==> src/rtl/program_loader_if.sv <==
// Byte-stream input link and program-RAM write/status bundle of the boot loader.
// A byte moves on a rising edge where i_valid and o_ready are both 1; while o_ready is 0 the source holds i_byte and i_valid unchanged.
interface program_loader_if;
    logic [7:0]  i_byte;
    logic        i_valid;
    logic        o_ready;
    logic        o_we;
    logic [0:15] o_waddr;
    logic [0:17] o_wdata;
    logic        o_cpu_hold;
    logic        o_done;
    logic        o_err;

    modport slave (
        input  i_byte, i_valid,
        output o_ready, o_we, o_waddr, o_wdata, o_cpu_hold, o_done, o_err
    );

    modport master (
        output i_byte, i_valid,
        input  o_ready, o_we, o_waddr, o_wdata, o_cpu_hold, o_done, o_err
    );
endinterface

==> src/rtl/program_loader.sv <==
// Boot loader: turns a framed byte stream into sequential 18-bit program RAM writes.
// The CPU stays held until the whole frame has arrived and its XOR checksum matches.
module program_loader #(
    parameter logic [15:0] BASE_ADDR = 16'h0000,
    parameter logic [16:0] MAX_WORDS = 17'd65536
) (
    input  logic               i_clk,
    input  logic               i_rst,
    program_loader_if.slave    bus,
    output logic [3:0]         dbg_state
);

    typedef enum logic [3:0] {
        S_LEN_HI = 4'd0,
        S_LEN_LO = 4'd1,
        S_B0     = 4'd2,
        S_B1     = 4'd3,
        S_B2     = 4'd4,
        S_WRITE  = 4'd5,
        S_CSUM   = 4'd6,
        S_DONE   = 4'd7,
        S_ERR    = 4'd8
    } state_t;

    state_t      state;
    state_t      state_nxt;
    logic [7:0]  len_hi;
    logic [15:0] n_words;
    logic [16:0] idx;
    logic [1:0]  b0_bits;
    logic [7:0]  b1_byte;
    logic [7:0]  csum;
    logic [15:0] waddr;
    logic [17:0] wdata;
    logic        ready_state;
    logic        xfer;
    logic [15:0] hdr_count;

    // Readiness depends on state only, so the handshake has no combinational path from i_valid.
    always_comb begin
        ready_state = 1'b0;
        case (state)
            S_LEN_HI, S_LEN_LO, S_B0, S_B1, S_B2, S_CSUM: ready_state = 1'b1;
            default:                                      ready_state = 1'b0;
        endcase
    end

    assign xfer      = bus.i_valid & ready_state & ~i_rst;
    assign hdr_count = {len_hi, bus.i_byte};

    always_ff @(posedge i_clk) begin
        if (i_rst) begin
            state <= S_LEN_HI;
        end else begin
            state <= state_nxt;
        end
    end

    always_comb begin
        state_nxt = state;
        case (state)
            S_LEN_HI: begin
                if (xfer) state_nxt = S_LEN_LO;
            end
            S_LEN_LO: begin
                if (xfer) begin
                    if ({1'b0, hdr_count} > MAX_WORDS) begin
                        state_nxt = S_ERR;
                    end else if (hdr_count == 16'd0) begin
                        state_nxt = S_CSUM;
                    end else begin
                        state_nxt = S_B0;
                    end
                end
            end
            S_B0: begin
                if (xfer) state_nxt = S_B1;
            end
            S_B1: begin
                if (xfer) state_nxt = S_B2;
            end
            S_B2: begin
                if (xfer) state_nxt = S_WRITE;
            end
            S_WRITE: begin
                // idx still holds the index of the word being written this cycle.
                if (idx + 17'd1 == {1'b0, n_words}) begin
                    state_nxt = S_CSUM;
                end else begin
                    state_nxt = S_B0;
                end
            end
            S_CSUM: begin
                if (xfer) begin
                    if (bus.i_byte == csum) begin
                        state_nxt = S_DONE;
                    end else begin
                        state_nxt = S_ERR;
                    end
                end
            end
            S_DONE:  state_nxt = S_DONE;
            S_ERR:   state_nxt = S_ERR;
            default: state_nxt = S_ERR;
        endcase
    end

    always_ff @(posedge i_clk) begin
        if (i_rst) begin
            len_hi  <= 8'h00;
            n_words <= 16'h0000;
            idx     <= 17'd0;
            b0_bits <= 2'b00;
            b1_byte <= 8'h00;
            csum    <= 8'h00;
            waddr   <= BASE_ADDR;
            wdata   <= 18'h00000;
        end else begin
            if (xfer) begin
                case (state)
                    S_LEN_HI: len_hi <= bus.i_byte;
                    S_LEN_LO: n_words <= hdr_count;
                    S_B0: begin
                        b0_bits <= bus.i_byte[1:0];
                        csum    <= csum ^ bus.i_byte;
                    end
                    S_B1: begin
                        b1_byte <= bus.i_byte;
                        csum    <= csum ^ bus.i_byte;
                    end
                    S_B2: begin
                        // Address and word are registered here so they are stable for the whole strobe cycle.
                        csum  <= csum ^ bus.i_byte;
                        waddr <= BASE_ADDR + idx[15:0];
                        wdata <= {b0_bits, b1_byte, bus.i_byte};
                    end
                    default: ;
                endcase
            end
            if (state == S_WRITE) begin
                idx <= idx + 17'd1;
            end
        end
    end

    // Outputs are masked by reset so the reset cycle itself shows the idle/held values.
    assign bus.o_ready    = ready_state & ~i_rst;
    assign bus.o_we       = (state == S_WRITE) & ~i_rst;
    assign bus.o_waddr    = waddr;
    assign bus.o_wdata    = wdata;
    assign bus.o_done     = (state == S_DONE) & ~i_rst;
    assign bus.o_err      = (state == S_ERR) & ~i_rst;
    assign bus.o_cpu_hold = ~((state == S_DONE) & ~i_rst);
    assign dbg_state      = state;

endmodule

==> src/flat_wrapper.sv <==
// flat-port wrapper written by rule: the top's interface ports become plain ports
module program_loader_flat 
#(
    parameter logic [15:0] BASE_ADDR = 16'h0000,
    parameter logic [16:0] MAX_WORDS = 17'd65536
)
  (i_clk, i_rst, dbg_state, bus_i_byte, bus_i_valid, bus_o_ready, bus_o_we, bus_o_waddr, bus_o_wdata, bus_o_cpu_hold, bus_o_done, bus_o_err);
  program_loader_if bus_i ();
  input  logic i_clk;
  input  logic i_rst;
  output logic [3:0] dbg_state;
  input wire logic [$bits(bus_i.i_byte)-1:0] bus_i_byte;
  input wire logic [$bits(bus_i.i_valid)-1:0] bus_i_valid;
  output wire logic [$bits(bus_i.o_ready)-1:0] bus_o_ready;
  output wire logic [$bits(bus_i.o_we)-1:0] bus_o_we;
  output wire logic [$bits(bus_i.o_waddr)-1:0] bus_o_waddr;
  output wire logic [$bits(bus_i.o_wdata)-1:0] bus_o_wdata;
  output wire logic [$bits(bus_i.o_cpu_hold)-1:0] bus_o_cpu_hold;
  output wire logic [$bits(bus_i.o_done)-1:0] bus_o_done;
  output wire logic [$bits(bus_i.o_err)-1:0] bus_o_err;
  assign bus_i.i_byte = bus_i_byte;
  assign bus_i.i_valid = bus_i_valid;
  assign bus_o_ready = bus_i.o_ready;
  assign bus_o_we = bus_i.o_we;
  assign bus_o_waddr = bus_i.o_waddr;
  assign bus_o_wdata = bus_i.o_wdata;
  assign bus_o_cpu_hold = bus_i.o_cpu_hold;
  assign bus_o_done = bus_i.o_done;
  assign bus_o_err = bus_i.o_err;
  program_loader #(.BASE_ADDR(BASE_ADDR), .MAX_WORDS(MAX_WORDS)) u_core (.i_clk(i_clk), .i_rst(i_rst), .bus(bus_i), .dbg_state(dbg_state));
endmodule
==> config.mk <==
export PLATFORM = sky130hd
export DESIGN_NAME = program_loader_flat
export DESIGN_NICKNAME = d
export VERILOG_FILES = /design/src/rtl/program_loader_if.sv /design/src/rtl/program_loader.sv /design/src/flat_wrapper.sv
export SDC_FILE = /design/constraint.sdc
export NUM_CORES = 1
export LEC_CHECK = 0
export ABC_AREA = 1
export CORE_ASPECT_RATIO = 1.75
export CORE_MARGIN = 8
export CORE_UTILIZATION = 50
export DETAILED_ROUTE_END_ITERATION = 12
export GPL_TIMING_DRIVEN = 0
export PLACE_DENSITY = 0.76
export SYNTH_ARGS = -nofsm -noshare
export SYNTH_HDL_FRONTEND = slang
export SYNTH_SLANG_ARGS = --single-unit
==> constraint.sdc <==
create_clock -name i_clk -period 1.68 [get_ports i_clk]
set_input_delay 0.168 -clock i_clk [delete_from_list [all_inputs] [get_ports i_clk]]
set_output_delay 0.168 -clock i_clk [all_outputs]
set_load 0.01 [all_outputs]
Word-level counts from Yosys, hierarchy flattened
Cells that the tools add are included.

Add/sub/neg operators: 1. $lt $le $gt $ge: 1. Equality and inequality tests: 16. Multiplexer cells: 12. Bitwise gates (word level): 9. Reductions and logical operators: 11.

Operator list (number): $mux W4 (8); $pmux W4 S8 (1); $add A17 B1 Y17 const B (1); $eq A17 B16 Y1 (1); $gt A16 B17 Y1 const B (1); $eq A4 B3 Y1 const B (4); $logic_not A16 Y1 (1); $ne A2 B1 Y1 const B (6); $reduce_and A2 Y1 (6); $eq A4 B2 Y1 const B (2); $eq A8 B8 Y1 (1); $xor A8 B8 Y8 (1); $and A1 B1 Y1 (6); $mux W3 (2); $reduce_and A6 Y1 (1); $reduce_or A6 Y1 (1); $eq A4 B1 Y1 const B (1); $eq A4 B4 Y1 const B (1); $logic_not A4 Y1 (1); $reduce_or A3 Y1 (1); $not A1 Y1 (2); $mux W1 (1).

Bits in registers: 97. Input bits: 11. Output and inout port bits: 43.

Longest topological paths before layout
Gate-level depths: netlist (run 1).

Depth in word-level cells: 7. Depth in mapped cells: 15.

Worst setup path before layout (run 1)
OpenSTA, ideal clock, no wires.

Kind: flip-flop to flip-flop. Start point: reg u_core.idx[0]. End point: reg u_core.state[2] (netlist: u_core.dbg_state[2]). Library setup time: 67 ps. Arrival time: 1618 ps. Data required time: 1613 ps. Path slack: -5 ps. Cell stages (with the launch flop): 16. Clock period less this slack: 1685 ps. Cells stage by stage: dfxtp_1 > ha_1 > nand2_2 > nor2_4 > nand2_4 > nor2_1 > nand2_1 > nand2_1 > nand2_1 > nor2_1 > nand2_1 > nor2_2 > nand2_1 > nand2_1 > nand2_1 > a21oi_2.

Cells in the longest elaborated chain, start to end: 4.

Ends and longest elaborated chain: start: declaration (line program_loader.sv:29) `logic [16:0] idx;`; start signal: assignment (line program_loader.sv:141) `idx <= idx + 17'd1;`; $add A17 B1 Y17 (line program_loader.sv:87) `if (idx + 17'd1 == {1'b0, n_words}) begin`; $eq A17 B16 Y1 (line program_loader.sv:87); $mux W3 (line program_loader.sv:87); $pmux W4 S8 (line program_loader.sv:61) `case (state)`; end signal: assignment (line program_loader.sv:55) `state <= state_nxt;`; end: declaration (line program_loader.sv:25) `state_t state;`.

Every way passes these cells. A chain may end at the register's enable or synchronous reset.

Final worst setup path (run 1)
Ends and elaborated chain as after synthesis.

==> results of run 1 <==
power by group through the flow:
stage	Sequential [W]	Clock (W)	Combinational (W)
after CTS	0.00235	0.00205	0.000267
after global routing	0.00235	0.00214	0.000299
after global placement	0.00240	0	0.000257
final	0.00235	0.00204	0.000273
after detailed placement	0.00241	0	0.000261
after floorplan	0.00240	0	0.000157
cell usage after synthesis:
| master | number | area [um^2] |
|---|---|---|
| o21ai_0 | 88 | 440 |
| buf_2 | 5 | 25.0 |
| dfxtp_1 | 97 | 1940 |
| nor2_2 | 3 | 18.8 |
| nor3_2 | 1 | 10.0 |
| nor2_1 | 65 | 244 |
| nor2_4 | 5 | 56.3 |
| xnor3_1 | 1 | 22.5 |
| nand2_1 | 90 | 338 |
| nor3_1 | 7 | 35.0 |
| xnor2_1 | 5 | 43.8 |
| nor4_1 | 3 | 18.8 |
| buf_4 | 2 | 15.0 |
| a31oi_1 | 1 | 6.26 |
| o21ai_1 | 4 | 20.0 |
| o211ai_1 | 4 | 30.0 |
| inv_2 | 5 | 18.8 |
| a31oi_4 | 1 | 21.3 |
| xor2_1 | 6 | 52.6 |
| nand4_1 | 8 | 50.1 |
| a21oi_1 | 72 | 360 |
| nand2_4 | 1 | 11.3 |
| inv_1 | 74 | 278 |
| a21oi_2 | 1 | 8.76 |
| o31ai_1 | 2 | 15.0 |
| ha_1 | 1 | 12.5 |
| nand3_1 | 38 | 190 |
| clkbuf_1 | 18 | 67.6 |
| nand2_2 | 3 | 18.8 |
routing by layer:
metal	track usage	wire [um]	vias to the layer above	share of wire
li1	-	-	2168	-
met1	0.207	4670	2075	0.37
met2	0.396	6920	117	0.54
met3	0.0460	508	35	0.040
met4	0.122	653	0	0.051
met5	0	0	-	0
worst min-delay path by stage:
stage                           from           endpoint  slack [ns]  depth (start not counted)
global route                   i_rst     u_core.idx[10]        0.30                          4
CTS                 u_core.len_hi[6]   u_core.len_hi[6]        0.47                          2
finish                         i_rst     u_core.idx[10]        0.27                          4
detailed placement  u_core.len_hi[6]   u_core.len_hi[6]        0.46                          2
global placement    u_core.len_hi[4]   u_core.len_hi[4]        0.45                          2
floorplan              bus_i_byte[1]  u_core.b1_byte[1]        0.30                          2
per-stage QoR:
stage / total power (W) / hold slack [ns] / TNS (ns) / area, um^2 / instances
floorplan: 0.00256 / 0.303 / 0 / 4380 / 611
global placement: 0.00266 / 0.452 / -38.48 / 5050 / 781
detailed placement: 0.00267 / 0.459 / -39.50 / 5050 / 781
CTS: 0.00467 / 0.469 / -0.317 / 5470 / 803
global route: 0.00480 / 0.296 / -5.34 / 5600 / 812
finish: 0.00466 / 0.275 / -0.397 / 5600 / 812
what timing repair did:
item                       in CTS  in global routing
gates cloned                    0                  0
resized for setup              41                 38
pin swaps                      10                  5
buffers inserted                6                  9
hold endpoints to repair        0                  0
setup endpoints to repair      86                 78
layout make-up:
type	count	share of cell area
multi-input combinational	410	0.376
sequential	97	0.350
timing repair buffer	68	0.114
inverter	79	0.0530
clock buffer	10	0.0427
buffer	25	0.0280
tap	117	0.0262
clock inverter	6	0.0103
cells by family (layout without fill, tap and decap cells):
family / Yosys count / after routing / synth area share
flops: 97 / 97 / 0.444
buf+inv: 104 / 188 / 0.0925
fa+ha+maj: 1 / 1 / 0.00286
xor+xnor: 12 / 12 / 0.0272
simple gates: 224 / 224 / 0.227
compound gates: 173 / 173 / 0.206
worst register-to-register path: cells and delay by family, from the launching register on:
kind                     cells  cell delay, ns
AO/OA/AOI/OAI                1            0.12
adder cells (fa/ha/maj)      1            0.16
flip-flops                   1            0.36
AND/OR/NAND/NOR             13            1.17
sequential cells by signal (all words and copies together) (netlist names):
name / flops
u_core.bus.o_wdata: 18
u_core.idx: 17
u_core.bus.o_waddr: 16
u_core.n_words: 16
u_core.b1_byte: 8
u_core.csum: 8
u_core.len_hi: 8
u_core.dbg_state: 4
u_core.b0_bits: 2
==> qor.yml, run 1 <==
status: "finished, violations left"
failed_checks: "setup timing"
drtPass1Iterations: 4
start_util: 0.507
hold_violations: 0
syn_area_per_cell_um2: 7.15
crit_chain: "ha_4, nand2_4, nor2_4, nand3_1, nand2_1, nand2_1, nand2_1, nand2_1, nor2_1, nand2_1, nor2_2, nand2_1, nand2_1, nand2_1, a21oi_2"
rsz0062_at_grt: "true"
syn_nets: 623
worstPathRequired_ns: 1.96
peakVddDrop_uv: 823
fmax_mhz: 534
synth_seq_area_share: 0.444
core_area_mm2: 0.00861
die-area_mm2: 0.0121
p_leak_nw: 2.41
cp_top_family: "simple AND/OR/NAND/NOR gates"
arrival_ns: 2.15
numCtsBuffers: 9
setup_slack_ns: -0.193
mostFrequentLayoutCells: "89 x nand2_1, 88 x dfxtp_1, 86 x o21ai_0"
drt_iter0_drc: 278
crit_path_frequent_cell: "nand2_1"
worstPathMaxFanout: 7
cts_tree: "done"
grt_overflow_total: 0
critPathCaptureType: "flip-flop"
hold_path_class: "input pin to flip-flop"
slew_headroom: 0.607
ys_seq_elements: 97
syn_area_mm2: 0.00437
cts_hold_buf: 0
internal_power_w: 0.00351
switchingPower_w: 0.00115
multi_input_area_mm2: 0.00210
io_pins: 54
ant_nets: 0
pwr-share-seq: 0.505
startpoint: "u_core.idx[0]"
die_y_um: 140
slew_violations: 0
totalWireLength_mm: 12.8
final_core_util: 0.650
cp-start-kind: "flip-flop"
antenna_found_initial: 0
nets: 702
tightestPinTransition_ns: 0.589
grt_pass1_wl_mm: 20.3
r2r-start: "u_core.idx[0]"
cts_root_buf: "clkbuf_16"
gp_congestion: 0.948
grt_max_degree: 19
crit_buf_inv: 0
rr_endpoint: "u_core.dbg_state[2]"
worstSetupEndpoint: "u_core.dbg_state[2]"
dr_total_vias: 4395
io_buffer_count: 53
syn_to_final_growth_pct: 28.0
drive_gt1_frac: 0.138
wl_per_cell_um: 15.7
drv_cap: 0
p_per_area_mw_per_mm2: 833
final_common_cell: "nand2_1"
diodes: 0
route.detailed.drc: 0
regToRegSetupSlack_ns: -0.19
period_share: 1.12
dp.final_hpwl_mm: 9.50
critPathSlowestCell: "dfxtp_4"
fin_skew_ns: 0.00774
worst_skew_pair.late_latency_ns: 0.35
finalSetupViolations: 14
die_x_um: 86.7
cp_num_cells: 15
ys_warn_count: 0
combPwrFrac: 0.059
ff2ff_path_depth: 15
synth_cells: 611
place_ws_ns: -0.642
gr-usage-all-layers: 0.214
min_period_ns: 1.87
switching_share: 0.248
rows: 45
clock_sinks: 97
avgViaCountPerCell: 5.41
critPathKind: "flip-flop to flip-flop"
slowest_delay_ns: 0.36
pwr-share-clk: 0.437
clk_pin_slew_ns: 0.07
seq_area_mm2: 0.00196
htreeDepth: 3
n_fill_cell: 755
ys_types: 29
cts.path.max_buffers: 2
grt_pass1_vias: 4234
Note: power is estimated with default switching activity, not from simulation.
==> run 2, diff against run 1 <==
- SLEW_MARGIN: unset -> 40
==> results of run 2 <==
Final layout, timing and power as in run 1 (identical DEF).
==> run 3, diff against run 2 <==
- CTS_CLUSTER_SIZE: unset -> 20
- REMOVE_ABC_BUFFERS: unset -> 1
==> run 3 against run 2 <==
The run still ends with setup timing left. Sequential power about the same. Fmax shrank 5.3%. Utilization is 3.0 points higher. Combinational power up 8.4%. Setup slack got worse by 0.11 ns. Critical endpoint is now bus_o_cpu_hold. Largest power group is now the clock network. Highest routed layer unchanged.
==> qor.yml, run 3 (same netlist as run 1, synthesis figures left out) <==
clk_pin_slew_ns: 0.07  # about the same
syn_to_final_growth_pct: 34.0
drtPass1Iterations: 5  # +1
p_per_area_mw_per_mm2: 859  # +3.2%
place_ws_ns: -1.55  # -0.905 ns
nets: 700  # -0.28%
die-area_mm2: 0.0121  # unchanged
die_x_um: 86.7  # unchanged
gr-usage-all-layers: 0.213  # -0.000266
startpoint: "u_core.dbg_state[3]"
ant_nets: 0  # unchanged
rows: 45  # unchanged
crit_path_frequent_cell: "nor2_1"
avgViaCountPerCell: 5.52  # +1.9%
min_period_ns: 1.98  # +0.106 ns
totalWireLength_mm: 13.3  # +4.2%
hold_path_class: "input pin to flip-flop"
status: "finished, violations left"
worstSetupEndpoint: "bus_o_cpu_hold"
arrival_ns: 1.81  # -0.34 ns
period_share: 1.18  # +0.0630
numCtsBuffers: 9  # unchanged
critPathKind: "flip-flop to output pin"
tightestPinTransition_ns: 0.571  # -0.0179 ns
largest_register_ffs: 18  # unchanged
rr_endpoint: "u_core.dbg_state[2]"
seq_area_mm2: 0.00197  # +0.45%
r2r-start: "u_core.idx[0]"
rsz0062_at_grt: "true"
peakVddDrop_uv: 716  # -13%
fin_skew_ns: 0.00520  # -0.00254 ns
slew_headroom: 0.619  # +0.0115
die_y_um: 140  # unchanged
drive_gt1_frac: 0.175  # +0.0365
dp.cells: 758  # -2.9%
multi_input_area_mm2: 0.00222  # +5.4%
p_leak_nw: 2.47  # +2.5%
antenna_found_initial: 0  # unchanged
core_area_mm2: 0.00861  # unchanged
n_fill_cell: 671  # -11%
clock_sinks: 97  # unchanged
ff2ff_path_depth: 14  # -1
final_common_cell: "dfxtp_1"
drt_iter0_drc: 337  # +21%
start_util: 0.507  # unchanged
worst_skew_pair.late_latency_ns: 0.34  # about the same
grt_overflow_total: 0  # unchanged
fmax_mhz: 505  # -5.3%
grt_pass1_vias: 4263  # +0.68%
route.detailed.drc: 0  # unchanged
worstPathMaxFanout: 5  # -2
critPathSlowestCell: "dfxtp_4"
fin_area_mm2: 0.00586  # +4.7%
hold_violations: 0  # unchanged
grt_pass1_wl_mm: 20.5  # +1.1%
cp-start-kind: "flip-flop"
htreeDepth: 3  # unchanged
slew_violations: 0  # unchanged
slowest_delay_ns: 0.37  # about the same
setup_slack_ns: -0.299  # -0.106 ns
finalSetupTns_ns: -1.38  # -0.978 ns
io_pins: 54  # unchanged
wl_per_cell_um: 16.4  # +4.5%
dr_total_vias: 4468  # +1.7%
io_buffer_count: 53  # unchanged
cts_tree: "done"
finalNonFillerCells: 810  # -0.25%
finalSetupViolations: 14  # unchanged
drv_cap: 0  # unchanged
diodes: 0  # unchanged
crit_chain: "inv_2, nand2_4, nor2_1, nand2_1, nor2_1, inv_1, dlygate4sd2_1"
failed_checks: "setup timing"
dp.final_hpwl_mm: 7.95  # -16%
placed_cell_area_mm2: 0.00499  # -1.2%
gp_congestion: 0.884  # -6.8%
worstPathRequired_ns: 1.51  # -0.45 ns
mostFrequentLayoutCells: "87 x dfxtp_1, 82 x nand2_1, 81 x o21ai_0"
grt_max_degree: 70  # +51
cts_hold_buf: 0  # unchanged
cts.path.max_buffers: 2  # unchanged
regToRegSetupSlack_ns: -0.18  # about the same
cts_root_buf: "clkbuf_16"
critPathCaptureType: "output pin"
run 3: cell types whose count changed in the layout (fill, tap and decap cells not counted), sizes merged:
cell	before	now
nor2	73	75
buf	23	34
dlygate4sd2	4	3
clkbuf	28	12
bufinv	0	3
clkinvlp	0	4
clkinv	3	1
bufbuf	0	1
inv	82	78
run 3: layout make-up:
cell class | count | share of cell area
clock inverters | 5 | 0.0175
inverters | 79 | 0.0536
multi-input cells | 412 | 0.379
flip-flops and latches | 97 | 0.336
repair inverters | 2 | 0.00192
repair buffers | 87 | 0.146
clock buffers | 11 | 0.0414
well taps | 117 | 0.0250
run 3: metal layers:
metal  share of wire  GRT usage
met3           0.041     0.0377
met2            0.53      0.388
met1            0.37      0.208
met5               0          0
met4           0.056      0.147
run 3: repair_timing:
item | 4_1_cts | 5_1_grt
cloned | 5 | 0
pin swaps | 17 | 16
setup endpoints to repair | 100 | 83
resized for setup | 49 | 48
setup buffers | 15 | 16
run 3: report_power, final:
part	internal, W	switching (W)	leakage (nW)
Sequential	0.00233	0.0000241	0.790
Clock	0.00149	0.000890	0.166
Combinational	0.000107	0.000189	1.51
run 3: worst min path at each step:
stage / cells past startpoint / end / from / slack [ns]
after detailed placement: 2 / u_core.n_words[10] / u_core.n_words[10] / 0.46
after global routing: 2 / u_core.dbg_state[2] / i_rst / 0.25
after global placement: 2 / u_core.n_words[14] / u_core.n_words[14] / 0.46
after floorplan: 1 / u_core.dbg_state[2] / i_rst / 0.23
final: 2 / u_core.dbg_state[2] / i_rst / 0.24
after CTS: 2 / u_core.dbg_state[2] / i_rst / 0.23
run 3: critical path, delay by kind of cell, from the launching register on:
family / cells / cell delay [ns]
simple gates: 4 / 0.64
buf+inv: 3 / 0.45
flops: 1 / 0.37
run 3: metrics by stage:
stage	total power (W)	utilization	hold slack, ns
6_report	0.00503	0.680	0.243
2_1_floorplan	0.00255	-	0.230
5_1_grt	0.00516	0.680	0.249
3_5_place_dp	0.00265	0.580	0.461
4_1_cts	0.00501	0.654	0.228
3_3_place_gp	0.00264	0.573	0.456
